`src/rtl/fetch_unit_pkg.sv`:
```
// Shared definitions for the fetch stage: word width, predecode opcodes and FSM encoding.
package fetch_unit_pkg;

    localparam int WORD = 16;

    localparam logic [3:0] OP_NOARG = 4'h0;
    localparam logic [3:0] OP_CALL  = 4'hC;
    localparam logic [3:0] OP_JUMP  = 4'hD;
    localparam logic [3:0] OP_JUMPF = 4'hE;
    localparam logic [3:0] OP_ADDR  = 4'hF;
    localparam logic [3:0] SUB_RET  = 4'h1;

    typedef enum logic [1:0] {
        ST_NORMAL    = 2'd0,
        ST_ADDR_CALL = 2'd1,
        ST_ADDR_JUMP = 2'd2
    } state_t;

    function automatic logic is_ret(input logic [WORD-1:0] w);
        return (w[15:12] == OP_NOARG) && (w[3:0] == SUB_RET);
    endfunction

endpackage

```
`src/rtl/ras_stack.sv`:
```
// Return-address stack: LIFO that drops its oldest entry when pushed while full,
// with sticky overflow/underflow flags.
module ras_stack
    import fetch_unit_pkg::*;
#(
    parameter int DEPTH = 4
) (
    input  logic            i_clk,
    input  logic            i_rst_n,
    input  logic            i_push,
    input  logic            i_pop,
    input  logic [WORD-1:0] i_din,
    output logic [WORD-1:0] o_dout,
    output logic            o_empty,
    output logic            o_ovf,
    output logic            o_unf
);
    localparam int CW = $clog2(DEPTH + 1);

    logic [WORD-1:0] r_mem [DEPTH];
    logic [CW-1:0]   r_cnt;
    logic            r_ovf;
    logic            r_unf;
    logic            w_full;

    assign o_empty = (r_cnt == '0);
    assign w_full  = (r_cnt == CW'(DEPTH));
    assign o_ovf   = r_ovf;
    assign o_unf   = r_unf;

    always_comb begin
        o_dout = '0;
        for (int i = 0; i < DEPTH; i++) begin
            if (r_cnt == CW'(i + 1)) o_dout = r_mem[i];
        end
    end

    // Entry 0 is always the oldest; a full push shifts everything down one slot.
    always_ff @(posedge i_clk or negedge i_rst_n) begin
        if (!i_rst_n) begin
            for (int i = 0; i < DEPTH; i++) r_mem[i] <= '0;
            r_cnt <= '0;
            r_ovf <= 1'b0;
            r_unf <= 1'b0;
        end else if (i_push) begin
            if (w_full) begin
                for (int i = 0; i < DEPTH - 1; i++) r_mem[i] <= r_mem[i+1];
                r_mem[DEPTH-1] <= i_din;
                r_ovf          <= 1'b1;
            end else begin
                for (int i = 0; i < DEPTH; i++) begin
                    if (r_cnt == CW'(i)) r_mem[i] <= i_din;
                end
                r_cnt <= r_cnt + CW'(1);
            end
        end else if (i_pop) begin
            if (o_empty) r_unf <= 1'b1;
            else         r_cnt <= r_cnt - CW'(1);
        end
    end

endmodule

```
`src/rtl/fetch_unit.sv`:
```
// Instruction fetch: PC, call/jump/ret predecode with return-address stack,
// downstream redirect, and the registered decode interface.
//
//  state        | meaning
//  ST_NORMAL    | fetching ordinary words; call/jump start a two-word sequence
//  ST_ADDR_CALL | next word carries the high target byte of a call
//  ST_ADDR_JUMP | next word carries the high target byte of a jump
module fetch_unit
    import fetch_unit_pkg::*;
#(
    parameter logic [WORD-1:0] RESET_PC  = 16'h0000,
    parameter int              RAS_DEPTH = 4
) (
    input  logic            i_clk,
    input  logic            i_rst_n,
    output logic [WORD-1:0] o_imem_addr,
    input  logic [WORD-1:0] i_imem_rdata,
    input  logic            i_stall,
    input  logic            i_halt,
    input  logic            i_redirect_valid,
    input  logic [WORD-1:0] i_redirect_pc,
    output logic            o_if_valid,
    output logic [WORD-1:0] o_if_ir,
    output logic [WORD-1:0] o_if_pc,
    output logic            o_ras_overflow,
    output logic            o_ras_underflow
);
    state_t          r_state;
    logic [WORD-1:0] r_pc;
    logic [7:0]      r_lo;
    logic            r_halted;
    logic            r_if_valid;
    logic [WORD-1:0] r_if_ir;
    logic [WORD-1:0] r_if_pc;

    state_t          w_state_nxt;
    logic [WORD-1:0] w_pc_nxt;
    logic [WORD-1:0] w_pc_inc;
    logic [7:0]      w_lo_nxt;
    logic [3:0]      w_op;
    logic            w_advance;
    logic            w_push;
    logic            w_pop;
    logic [WORD-1:0] w_ras_dout;
    logic            w_ras_empty;

    assign o_imem_addr = r_pc;
    assign o_if_valid  = r_if_valid;
    assign o_if_ir     = r_if_ir;
    assign o_if_pc     = r_if_pc;

    assign w_op      = i_imem_rdata[15:12];
    assign w_pc_inc  = r_pc + 16'd1;
    // A retired trap freezes the stage until reset, even once i_halt drops.
    assign w_advance = !i_redirect_valid && !i_halt && !r_halted && !i_stall;

    always_comb begin
        w_state_nxt = r_state;
        w_pc_nxt    = r_pc;
        w_lo_nxt    = r_lo;
        w_push      = 1'b0;
        w_pop       = 1'b0;
        if (i_redirect_valid) begin
            w_pc_nxt    = i_redirect_pc;
            w_state_nxt = ST_NORMAL;
        end else if (w_advance) begin
            case (r_state)
                ST_NORMAL: begin
                    if (w_op == OP_CALL) begin
                        w_pc_nxt    = w_pc_inc;
                        w_lo_nxt    = i_imem_rdata[7:0];
                        w_state_nxt = ST_ADDR_CALL;
                    end else if (w_op == OP_JUMP) begin
                        w_pc_nxt    = w_pc_inc;
                        w_lo_nxt    = i_imem_rdata[7:0];
                        w_state_nxt = ST_ADDR_JUMP;
                    end else if (is_ret(i_imem_rdata)) begin
                        w_pop    = 1'b1;
                        w_pc_nxt = w_ras_empty ? RESET_PC : w_ras_dout;
                    end else begin
                        w_pc_nxt = w_pc_inc;
                    end
                end
                ST_ADDR_CALL, ST_ADDR_JUMP: begin
                    w_state_nxt = ST_NORMAL;
                    if (w_op == OP_ADDR) begin
                        w_pc_nxt = {i_imem_rdata[7:0], r_lo};
                        w_push   = (r_state == ST_ADDR_CALL);
                    end else begin
                        w_pc_nxt = w_pc_inc;
                    end
                end
                default: w_state_nxt = ST_NORMAL;
            endcase
        end
    end

    always_ff @(posedge i_clk or negedge i_rst_n) begin
        if (!i_rst_n) begin
            r_state    <= ST_NORMAL;
            r_pc       <= RESET_PC;
            r_lo       <= '0;
            r_halted   <= 1'b0;
            r_if_valid <= 1'b0;
            r_if_ir    <= '0;
            r_if_pc    <= '0;
        end else begin
            r_state  <= w_state_nxt;
            r_pc     <= w_pc_nxt;
            r_lo     <= w_lo_nxt;
            r_halted <= r_halted | i_halt;
            if (i_redirect_valid) begin
                r_if_valid <= 1'b0;
            end else if (w_advance) begin
                r_if_valid <= 1'b1;
                r_if_ir    <= i_imem_rdata;
                r_if_pc    <= r_pc;
            end
        end
    end

    ras_stack #(
        .DEPTH (RAS_DEPTH)
    ) u_ras (
        .i_clk   (i_clk),
        .i_rst_n (i_rst_n),
        .i_push  (w_push),
        .i_pop   (w_pop),
        .i_din   (w_pc_inc),
        .o_dout  (w_ras_dout),
        .o_empty (w_ras_empty),
        .o_ovf   (o_ras_overflow),
        .o_unf   (o_ras_underflow)
    );

endmodule

```
`config.mk`:
```
export PLATFORM = sky130hd
export DESIGN_NAME = fetch_unit
export DESIGN_NICKNAME = d
export VERILOG_FILES = /design/src/rtl/fetch_unit_pkg.sv /design/src/rtl/ras_stack.sv /design/src/rtl/fetch_unit.sv
export SDC_FILE = /design/constraint.sdc
export NUM_CORES = 1
export LEC_CHECK = 0
export ABC_CLOCK_PERIOD_IN_PS = 2070
export CORE_MARGIN = 2
export CORE_UTILIZATION = 35
export DETAILED_ROUTE_END_ITERATION = 7
export PLACE_DENSITY_LB_ADDON = 0.08
export SLEW_MARGIN = 15
export SYNTH_ARGS = -nofsm -noshare
export SYNTH_HDL_FRONTEND = slang
export SYNTH_SLANG_ARGS = --single-unit
```
`constraint.sdc`:
```
create_clock -name i_clk -period 2.07 [get_ports i_clk]
set_input_delay 0.3105 -clock i_clk [delete_from_list [all_inputs] [get_ports i_clk]]
set_output_delay 0.3105 -clock i_clk [all_outputs]
set_load 0.01 [all_outputs]
```
==> metrics.md <==
| Metric | Value |
|---|---|
| Status | completed |
| H-tree depth | 4 |
| Post-route design area | 9990 µm² |
| Ys flop type | dfrtp_1 |
| Largest net degree at the start of global routing | 48 |
| Starting Density | 35.9% |
| Die H | 143 µm |
| Num rows | 50 |
| Clk buf depth | 2 |
| Critical path launch point | u_ras.r_cnt[1] |
| Clock Power Share | 44.5% |
| Root buffer cell | clkbuf_16 |
| Die W | 143 µm |
| Kind of critical path | flop to flop |
| Area post-placement | 8910 µm² |
| Initial antenna violation count | 0 |
| Iteration-0 DRC count of the detailed router | 434 |
| All-Layer GR Usage | 22.1% |
| Post-layout util | 52.9% |
| Post-DRT Antenna Nets | 0 |
| Critical Path AT | 2.35 ns |
| PwrDens | 675 nW/µm² |
| Slew @ Worst Pin | 0.506 ns |
| Finished Layout Cells | 1220 |
| CP Launch Type | flop |
| ANT cells | 0 |
| Clock Skew | 0.00849 ns |
| DRC | 0 |
| Final setup TNS | 0 ns |
| Share of layout cells above drive strength 1 | 30.3% |
| Post-synth EDFFs | 0 |
| Core area | 18900 µm² |
| Net Sw Frac | 26.0% |
| Leakage | 4.44 nW |
| Sw power | 0.00176 W |
| Slew headroom | 66.3% |
| Detailed-route wire length | 21800 µm |
| Post-Syn Area | 6790 µm² |
| Max_cap viols | 0 |
| FFs w/ async S/R, synth | 100% |
| Placer Congestion | 0.878 |
| Worst R2R Path Depth | 9 |
| CTS tree | built |
| Die ar. | 20500 µm² |
| Total CTS buffers | 17 |
| Area growth, synth to finish | 47.1% |
| Share of the synthesized area in the top cell type | 47.5% |
| Required @ worst endpoint | 2.37 ns |
| Yosys reg bits | 129 |
| Worst R2R Setup Slack | 0.02 ns |
| Total power | 0.00674 W |
| Clk slew on worst S/H paths | 0.06 ns |
| Worst skew pair latency | 0.42 ns |
| DR WL/cell | 17.9 µm |
| Largest cells by area after synthesis | dfrtp_1 48%, mux2_2 7.3%, o21ai_0 6.9% |
| Ys Warns | 0 |
| Combinational Power Share | 15.9% |
| Synth area leader | dfrtp_1 |
| Int Pwr | 0.00499 W |
| Worst setup EP type | flop |
| Vias in the first global route | 6248 |
| Post-Syn Nets | 788 |
| Seq pwr share | 39.6% |
| Post-synthesis sequential area ratio | 47.5% |
| Fin crit period | 2.05 ns |
| Vias per cell | 5.17 |
| Total gr overflow | 0 |
| Crit-path max FO | 4 |
| Critical Path Sink | o_imem_addr[11] |
| Most common cell after layout, fill and taps aside | dfrtp_1 |
| Via count | 6307 |
| Placed cell count | 1174 |
| Setup violators final | 0 |
| Period utilization | 99.0% |
| Syn Area/Cell | 9.15 µm² |
| First-pass GRT wire length | 34900 µm |
| Io pins | 88 |
| RR Endpoint | o_imem_addr[11] |
| Synth cell types | 63 |
| Max Slew Vio Count | 0 |
| Most frequent cells in the layout | 129 x dfrtp_1, 124 x buf_4, 122 x nand2_1 |
| Nets | 994 |
| Worst hold path type | primary input to asynchronous set/reset pin |
| Input/output buffers | 87 |
| Peak supply drop | 0.482 mV |
| First-pass DRT Iterations | 5 |
| Hold Vio Cnt, Final | 0 |
| Post-synthesis cell count | 742 |
| Fmax | 488 MHz |
| Reg-to-reg critical path startpoint | u_ras.r_cnt[1] |
| DP HPWL | 16500 µm |
| RSZ-0062 raised after global routing | yes |
| Clk sinks | 129 |
==> cell type report <==
cell class	count	area [µm²]
timing repair buffer	234	2150
clock buffer	20	437
sequential	129	3230
tap	260	325
fill	1782	8900
inverter	16	62.6
clock inverter	11	140
multi-input combinational	550	3650
==> sequential cells by signal (all words and copies together), names as in the netlist <==
register     count
u_ras.r_mem     64
o_if_ir         16
o_if_pc         16
o_imem_addr     16
r_lo             8
u_ras.r_cnt      3
r_state          2
o_if_valid       1
r_halted         1
u_ras.o_ovf      1
u_ras.o_unf      1
==> power by group through the flow <==
stage	registers (W)	clock network (W)	logic, W
after floorplan	0.00276	0	0.000352
after global placement	0.00270	0	0.00103
after detailed placement	0.00271	0	0.00104
after CTS	0.00266	0.00305	0.00105
after global routing	0.00268	0.00318	0.00117
final	0.00267	0.00300	0.00107
==> repair_timing <==
item / CTS / global route
gates cloned: 0 / 1
hold buffers: 1 / 0
setup endpoints to repair: 24 / 66
buffers inserted: 3 / 10
pin swaps: 9 / 25
gates resized for setup: 27 / 65
endpoints found under the hold margin: 45 / 0
==> worst min path at each step <==
stage	from	to	slack (ns)	depth (start not counted)
floorplan	i_rst_n	o_if_ir[0]	0.01	0
global placement	i_rst_n	u_ras.r_mem[48]	0.29	1
detailed placement	i_rst_n	u_ras.r_mem[48]	0.29	1
CTS	i_rst_n	u_ras.r_mem[48]	0.42	2
global route	i_rst_n	u_ras.r_mem[48]	0.44	2
finish	i_rst_n	u_ras.r_mem[48]	0.40	2
==> Yosys cell counts (all sizes together) (2+ instances only) <==
library cell	instances
a2111oi	2
a211oi	8
a21o	3
a21oi	52
a221oi	10
a22oi	8
a31o	2
and2	2
and3	3
buf	23
clkbuf	24
dfrtp	129
ha	9
inv	16
mux2	44
mux2i	5
nand2	125
nand2b	3
nand3	12
nand4	7
nor2	69
nor3	15
nor3b	2
nor4	5
o2111ai	2
o211ai	5
o21a	2
o21ai	103
o221ai	4
o22ai	8
o31ai	6
o41ai	2
or2	4
or4	2
xnor2	11
xor2	5
==> stage by stage <==
stage / hold WS [ns] / worst slack, ns
global placement: 0.289 / -0.691
finish: 0.397 / 0.0197
global route: 0.441 / -0.0847
detailed placement: 0.291 / -0.648
floorplan: 0.0149 / 0.0594
CTS: 0.423 / -0.0236
==> critical path: stages, from the launching register on <==
cell and delay, ns:
dfrtp_1 0.42, ha_2 0.23, ha_4 0.18, buf_4 0.14
a221oi_2 0.27, buf_4 0.16, o41ai_4 0.08, buf_4 0.16
o31ai_2 0.17, a21oi_1 0.10
==> logic make-up after synthesis <==
logic type | count (synthesis) | share of synthesized area (%)
and+or+nand+nor | 252 | 17.2
buffers and inverters | 63 | 3.92
adders and majority gates | 9 | 1.66
DFF | 129 | 47.5
AOI/OAI and AO/OA | 224 | 19.5
xor gates and xnor gates | 16 | 2.17
muxes | 49 | 8.03
==> layer usage <==
metal | vias up | GRT usage, % | wire [µm]
met5 | - | 0 | 0
met4 | 0 | 4.95 | 217
met3 | 20 | 5.63 | 1180
met2 | 191 | 34.0 | 10200
met1 | 3043 | 31.4 | 10300
li1 | 3053 | - | -
No activity file was read; power rests on OpenSTA's default activity.
